File: src/rtl/mem_arbiter_pkg.sv
// Shared types and defaults for the AXI line-port arbiter.
package mem_arbiter_pkg;

    typedef enum logic [2:0] {
        IDLE,
        WB_START,
        WB_WAIT,
        RD_START,
        RD_WAIT
    } arb_state_t;

    typedef enum logic {
        INSTR = 1'b0,
        DATA  = 1'b1
    } grant_t;

    localparam int DEF_LINE_OFFSET = 6;
    localparam int DEF_TIMEOUT     = 1024;

endpackage

File: src/rtl/timeout_counter.sv
// Wait-state cycle counter; o_expired flags the last permitted wait cycle.
module timeout_counter
    import mem_arbiter_pkg::*;
#(
    parameter int TIMEOUT = DEF_TIMEOUT
) (
    input  logic clk,
    input  logic arstn,
    input  logic clr,
    input  logic en,
    output logic o_expired
);

    localparam int CNT_W = (TIMEOUT > 1) ? $clog2(TIMEOUT) : 1;
    localparam logic [CNT_W-1:0] LAST = CNT_W'(TIMEOUT - 1);

    logic [CNT_W-1:0] count;

    always_ff @(posedge clk or negedge arstn) begin
        if (!arstn) begin
            count <= '0;
        end else if (clr) begin
            count <= '0;
        end else if (en) begin
            count <= count + CNT_W'(1);
        end
    end

    assign o_expired = en && (count == LAST);

endmodule

File: src/rtl/mem_arbiter.sv
// Round-robin owner of the AXI line port for I-cache refills and D-cache writeback/refill.
module mem_arbiter
    import mem_arbiter_pkg::*;
#(
    parameter int ADDR_WIDTH  = 64,
    parameter int LINE_OFFSET = DEF_LINE_OFFSET,
    parameter int TIMEOUT     = DEF_TIMEOUT
) (
    input  logic                  clk,
    input  logic                  arstn,
    input  logic                  i_instr_req,
    input  logic [ADDR_WIDTH-1:0] i_instr_addr,
    input  logic                  i_data_req,
    input  logic                  i_data_dirty,
    input  logic [ADDR_WIDTH-1:0] i_data_addr,
    input  logic [ADDR_WIDTH-1:0] i_data_wb_addr,
    input  logic                  i_read_last_axi,
    input  logic                  i_b_resp_axi,
    output logic                  o_start_read_axi,
    output logic                  o_start_write_axi,
    output logic [ADDR_WIDTH-1:0] o_addr_axi,
    output logic                  o_instr_fill_we,
    output logic                  o_data_fill_we,
    output logic                  o_instr_done,
    output logic                  o_data_done,
    output logic                  o_err,
    output logic                  o_grant_data,
    output logic                  o_busy
);

    localparam logic [ADDR_WIDTH-1:0] LINE_MASK =
        ~((ADDR_WIDTH'(1) << LINE_OFFSET) - ADDR_WIDTH'(1));

    function automatic logic [ADDR_WIDTH-1:0] line_align(input logic [ADDR_WIDTH-1:0] a);
        return a & LINE_MASK;
    endfunction

    arb_state_t            state, state_nxt;
    grant_t                grant, last_grant, pick;
    logic                  take;
    logic [ADDR_WIDTH-1:0] fill_addr, wb_addr;
    logic                  cnt_clr, cnt_en, expired;
    logic                  done, fill;

    // Data wins a tie only when instr held the port last.
    always_comb begin
        take = i_instr_req | i_data_req;
        pick = (i_data_req && (!i_instr_req || last_grant == INSTR)) ? DATA : INSTR;
    end

    always_ff @(posedge clk or negedge arstn) begin
        if (!arstn) begin
            state      <= IDLE;
            grant      <= INSTR;
            last_grant <= INSTR;
        end else begin
            state <= state_nxt;
            if (state == IDLE && take) begin
                grant      <= pick;
                last_grant <= pick;
            end
        end
    end

    // Address latches carry no reset; o_addr_axi is forced to 0 in IDLE.
    always_ff @(posedge clk) begin
        if (state == IDLE && take) begin
            fill_addr <= line_align((pick == DATA) ? i_data_addr : i_instr_addr);
            wb_addr   <= line_align(i_data_wb_addr);
        end
    end

    timeout_counter #(.TIMEOUT(TIMEOUT)) u_timeout (
        .clk       (clk),
        .arstn     (arstn),
        .clr       (cnt_clr),
        .en        (cnt_en),
        .o_expired (expired)
    );

    always_comb begin
        state_nxt         = state;
        o_start_read_axi  = 1'b0;
        o_start_write_axi = 1'b0;
        o_addr_axi        = '0;
        o_err             = 1'b0;
        done              = 1'b0;
        fill              = 1'b0;
        cnt_clr           = 1'b0;
        cnt_en            = 1'b0;
        case (state)
            IDLE: begin
                cnt_clr = 1'b1;
                if (take) begin
                    state_nxt = (pick == DATA && i_data_dirty) ? WB_START : RD_START;
                end
            end
            WB_START: begin
                o_start_write_axi = 1'b1;
                o_addr_axi        = wb_addr;
                cnt_clr           = 1'b1;
                state_nxt         = WB_WAIT;
            end
            WB_WAIT: begin
                o_addr_axi = wb_addr;
                cnt_en     = 1'b1;
                if (i_b_resp_axi) begin
                    state_nxt = RD_START;
                end else if (expired) begin
                    done      = 1'b1;
                    o_err     = 1'b1;
                    state_nxt = IDLE;
                end
            end
            RD_START: begin
                o_start_read_axi = 1'b1;
                o_addr_axi       = fill_addr;
                cnt_clr          = 1'b1;
                state_nxt        = RD_WAIT;
            end
            RD_WAIT: begin
                o_addr_axi = fill_addr;
                cnt_en     = 1'b1;
                if (i_read_last_axi) begin
                    done      = 1'b1;
                    fill      = 1'b1;
                    state_nxt = IDLE;
                end else if (expired) begin
                    done      = 1'b1;
                    o_err     = 1'b1;
                    state_nxt = IDLE;
                end
            end
            default: state_nxt = IDLE;
        endcase
    end

    assign o_instr_fill_we = fill && (grant == INSTR);
    assign o_data_fill_we  = fill && (grant == DATA);
    assign o_instr_done    = done && (grant == INSTR);
    assign o_data_done     = done && (grant == DATA);
    assign o_grant_data    = (state != IDLE) && (grant == DATA);
    assign o_busy          = (state != IDLE);

endmodule

File: config.mk
export PLATFORM = sky130hd
export DESIGN_NAME = mem_arbiter
export DESIGN_NICKNAME = d
export VERILOG_FILES = /design/src/rtl/mem_arbiter_pkg.sv /design/src/rtl/timeout_counter.sv /design/src/rtl/mem_arbiter.sv
export SDC_FILE = /design/constraint.sdc
export NUM_CORES = 1
export LEC_CHECK = 0
export BUFFER_PORTS_ARGS = -buffer_cell sky130_fd_sc_hd__buf_2
export CAP_MARGIN = 20
export CORE_AREA = 2 2 114 116
export DETAILED_ROUTE_END_ITERATION = 16
export DIE_AREA = 0 0 116 118
export GPL_TIMING_DRIVEN = 1
export PLACE_DENSITY_LB_ADDON = 0.12
export REMOVE_ABC_BUFFERS = 1
export SLEW_MARGIN = 15
export SYNTH_ARGS = -nofsm -noshare
export SYNTH_HDL_FRONTEND = slang
export SYNTH_SLANG_ARGS = --single-unit
export TNS_END_PERCENT = 10
File: constraint.sdc
create_clock -name clk -period 10 [get_ports clk]
set_input_delay 1 -clock clk [delete_from_list [all_inputs] [get_ports clk]]
set_output_delay 1 -clock clk [all_outputs]
set_load 0.01 [all_outputs]
* Word-level counts from Yosys, hierarchy flattened
Index checks and enable logic that the tools add are counted.
W data, S select, Z words.
** Word-level totals
- Logic and storage cells :: 55
- Register bits :: 130
- Output and inout bits :: 73
** Operators by class
- Multiplexer cells :: 23
- Bitwise logic cells :: 2
- Eq/ne operators :: 6
- Reductions and logical operators :: 18
- Add/subtract/negate cells :: 1
** Operators by type and width (number)
- $pmux W64 S2 :: 1
- $mux W64 :: 1
- $mux W10 :: 2
- $pmux W3 S5 :: 1
- $mux W3 :: 4
- $mux W1 :: 11
- $add A10 B1 Y10 const B :: 1
- $eq A10 B10 Y1 const B :: 1
- $logic_and A1 B1 Y1 :: 9
- $eq A3 B2 Y1 const B :: 2
- $reduce_or A2 Y1 :: 3
- $pmux W1 S2 :: 2
- $eq A3 B1 Y1 const B :: 1
- $eq A3 B3 Y1 const B :: 1
- $logic_not A3 Y1 :: 1
- $reduce_bool A3 Y1 :: 1
- $reduce_or A3 Y1 :: 1
- $mux W2 :: 1
- $ne A2 B2 Y1 const B :: 1
- $reduce_bool A2 Y1 :: 1
- $logic_not A1 Y1 :: 1
- $logic_or A1 B1 Y1 :: 1
- $not A1 Y1 :: 1
- $or A1 B1 Y1 :: 1

* Depth between registers and ports, before layout
- Depth in word-level cells :: 8
- Mapped depth :: 6
- Gate-level depth less buffers :: 4

* By module
Synthesis repeated with hierarchy kept, for this count alone.
** Second synthesis, totals
- Cells, all modules :: 352
- Area, all modules :: 5655.4 um2
** Modules (own cells, without submodules)
- mem_arbiter :: instances 1, cells an instance 302, area each 5146.2 um2
- timeout_counter :: instances 1, cells an instance 50, area each 509.2 um2

* Worst setup path after synthesis
Ideal clock, no wire load.
- Path kind :: flip-flop to flip-flop
- Start :: register state[1]
- End :: register fill_addr[10], enable pin
- Slack :: 2681 ps
- Required time :: 9371 ps
- Stages on the path, launching flop included :: 6
- Clock period less this slack :: 7319 ps
- Arrival time :: 6690 ps
- Cells stage by stage :: dfrtp_1 > buf_2 > buf_2 > nor3_1 > inv_1 > a21oi_1
** On the way
- Word-level cells in the longest chain between the ends :: 2
** RTL lines
- from (decl) :: RTL line mem_arbiter.sv:38 : arb_state_t state, state_nxt;
- from (signal assigned) :: RTL line mem_arbiter.sv:57 : state <= state_nxt;
- $logic_not A3 Y1 :: RTL line mem_arbiter.sv:67 : if (state == IDLE && take) begin
- $logic_and A1 B1 Y1 :: RTL line mem_arbiter.sv:67
- to (signal assigned) :: RTL line mem_arbiter.sv:68 : fill_addr <= line_align((pick == DATA) ? i_data_addr : i_instr_addr);
- to (decl) :: RTL line mem_arbiter.sv:41 : logic [ADDR_WIDTH-1:0] fill_addr, wb_addr;
No other way between the ends.
A chain may end at the register's enable or synchronous reset.

* Final worst setup path
- Start :: register state[2]
- End :: output o_addr_axi[61]
** On the way
- Word-level cells in the longest chain between the ends :: 3
- Elaborated cells between the ends (all ways) :: 7
** RTL lines
- $eq A3 B3 Y1 (tied with other cells) :: RTL line mem_arbiter.sv:91 : case (state)
- $reduce_or A2 Y1 (no source line)
- $pmux W64 S2 * :: RTL line mem_arbiter.sv:91
- to (decl) :: RTL line mem_arbiter.sv:21 : output logic [ADDR_WIDTH-1:0] o_addr_axi,
Mark *: on every way between the ends. The rest lies on a longest branch, timed or not.

==> reports/results.ini <==
[global_routing]
grt_use_met2_pct = 33.22
first_pass_grt_wire_length_mm = 20.21
global_route.usage.met3_pct = 5.870
grt_antenna_before_repair = 0
grt_pass1_vias = 4053
grt.busiest_layer = met2
gr-usage-all-layers_pct = 19.57
maximum_number_of_pins_on_one_net_before_global_route_repair = 75
global_route.overflow_total = 0
global_route.usage.met1_pct = 23.38

[floorplanning]
start_util_pct = 46.02
die-height_microns = 118
design.core.area_sq_um = 12410
floorplan_die_area_sq_um = 13690
die_w_microns = 116
placementRows = 41
pin_count = 272

[critical_path]
crit_slowest_cell = dfrtp_1
timing.critical_path.arrival_ns = 3.01
crit_path_start_kind = flip-flop
timing.setup.critical_path_class = reg2out
critPathTopFamily = compound AO/OA/AOI/OAI gates
critical_path.max_fanout = 30
critPathRequiredTime_ns = 9.00
timing.critical_path.slowest_cell_delay_ns = 0.73
worst_r2r_path_depth = 4
cp_num_buf_inv = 2
worstPathCellList = or2b_1 > o21ai_4 > buf_4 > a22o_1 > buf_2
ff2ff_setup_slack_ns = 7.51
setup.worst_path.end_class = output pin
r2r-end = wb_addr[53]$_DFFE_PP_
crit_path_start = state[2]$_DFFE_PN0P_
critical_r2r_launch = state[2]$_DFFE_PN0P_

[clock_network]
ctsHtreeMaxLevel = 4
holdBufCountCts = 0
clock_sink_count = 130
cts_resized = 0
ctsRootBufferMaster = clkbuf_16
clk_latency_ns = 0.40
max-clock-path-buffers = 2
post_cts.repair.setup_buffers = 0
cts-buffers-inserted = 17
cts_tree = yes
clkSlewWorstSetupHoldPaths_ns = 0.05

[route]
detail_route.drc_violations = 0
drt_wl_total_mm = 13.46
detail_route.first_pass.iterations = 4
drt_iter0_drc = 286
drt.antenna.violating_nets = 0
avgViaCountPerCell = 5.165
dr_total_vias = 4101
avgRoutedWirePerCell_microns = 16.95

[placed_design]
placement.setup.worst_slack_ns = 6.332
gp_congestion = 0.7791
post_dp_cell_area_sq_um = 7092
dpl.hpwl_mm = 9.421
placement.io_buffers = 247

[sta]
setup_total_negative_slack_ns = 0
finClkSkew_ns = 0.006850
post-route-min-period_ns = 4.010
finalSetupViolCount = 0
fin_crit_sh_pct = 40.10
transition_at_the_pin_with_the_smallest_max_transition_slack_ns = 0.9390
hold_viol = 0
finalMaxSlewViolations = 0
max-slew-margin-rel_pct = 37.40
final_critical_path_setup_slack_ns = 5.990
fmax_mhz = 249.4
setup_repair_after_global_routing_missed_its_margin = false

[cells_and_area]
final_layout_size_suffix_gt1_share_pct = 54.98
stdcell_area_sq_um = 7686
fin_nets = 811
most_common_library_cell_in_the_layout_ignoring_fill_and_taps = buf_2
number_of_antenna_repair_diodes = 0
utilization_pct = 61.91
mostFrequentLayoutCells = 247 x buf_2, 116 x edfxtp_1, 59 x a22o_1, 59 x mux2_2, 17 x clkbuf_16
layout_area_growth_over_synthesis_pct = 34.54

[synthesis]
yosys_warnings = 0
fraction_of_the_yosys_area_taken_by_sequential_cells_pct = 67.10
async_reset_ff_share_pct = 10.77
number_of_flops_mapped_to_enable_cells_by_yosys = 116
mean_cell_area_of_the_mapped_netlist_sq_um = 15.61
syn_area_sq_um = 5713
dominantRegCellSynth = edfxtp_1
synth_cells = 366
yosys_register_bits = 130
synth_cell_type_count = 43

[hold_path]
min_path_type = in2async

[pwr]
power.leakage_nw = 3.289
power_density_cells_nw_per_um2 = 303.5
ir_worst_vdd_v = 0.0002748
design_power_total_w = 0.002333

[run]
drv_cap = 0

[status]
outcome = finished clean

## layer usage
metal | share of wire [%] | routed length [microns]
met5 | 0 | 0
met2 | 50 | 6752
met4 | 1.6 | 213
met1 | 40 | 5419
met3 | 8.0 | 1070
## stage by stage
stage	hold slack (ns)	instances
2_1_floorplan	0.4923	340
3_3_place_gp	0.5106	764
3_5_place_dp	0.5316	764
4_1_cts	0.4923	794
5_1_grt	0.5002	794
6_report	0.5039	794
## report_power, final
part / internal, W / switching (W) / total, W / leakage, nW
Clock: 0.000410 / 0.000214 / 0.000623 / 0.285
Combinational: 0.000364 / 0.000508 / 0.000872 / 1.74
Sequential: 0.000774 / 0.0000639 / 0.000838 / 1.26
Total: 0.00155 / 0.000785 / 0.00233 / 3.29
## synthesized netlist by cell type (2+ instances only)
cell type,count,area share (%)
edfxtp_1,116,61
a22o_1,59,9.0
mux2_2,59,12
dfrtp_1,14,6.1
buf_2,13,1.1
a21oi_1,11,0.96
inv_1,10,0.66
clkbuf_1,9,0.59
buf_4,7,0.92
nor2_1,7,0.46
nor3_1,5,0.44
o21ai_0,5,0.44
nand2_1,4,0.26
o31ai_1,4,0.53
or4_1,4,0.53
nand4_1,3,0.33
mux2i_1,2,0.35
nand2b_1,2,0.22
nand3_1,2,0.18
nor2b_1,2,0.22
nor3b_1,2,0.26
o211a_1,2,0.35
o21bai_1,2,0.26
o41ai_1,2,0.31
xnor2_1,2,0.31
## registers in the layout (all words and copies together), names as in the netlist
signal           cells
fill_addr           58
last_grant           1
state                3
u_timeout.count     10
wb_addr             58
## cell type report
cell class | count | area [sq um]
Clock inverter | 13 | 168.9
Timing Repair Buffer | 252 | 1274
Fill cell | 999 | 4728
Tap cell | 172 | 215.2
Inverter | 10 | 37.54
Multi-Input combinational cell | 200 | 1732
Clock buffer | 17 | 425.4
Sequential cell | 130 | 3834
## worst max-delay path by stage
stage	end	slack [ns]	depth (start not counted)
floorplan	fill_addr[10]$_DFFE_PP_	2.70	2
global placement	o_addr_axi[23]	6.34	5
detailed placement	o_addr_axi[61]	6.33	5
CTS	o_addr_axi[61]	5.89	5
global route	o_addr_axi[61]	5.73	5
finish	o_addr_axi[61]	5.99	5
## kinds of logic (layout without fill, tap and decap cells)
kind of cell               after synthesis  count (layout)  synth area share [%]
DFF                                    130             130                 67.10
buffers and inverters                   41             292                 3.570
xor gates and xnor gates                 2               2                0.3067
muxes                                   61              61                 11.98
adders and majority gates                1               1                0.2190
other                                    1               6               0.06564
and+or+nand+nor                         38              38                 3.877
AOI/OAI and AO/OA                       92              92                 12.88
Power figures use the tool's default switching activity.
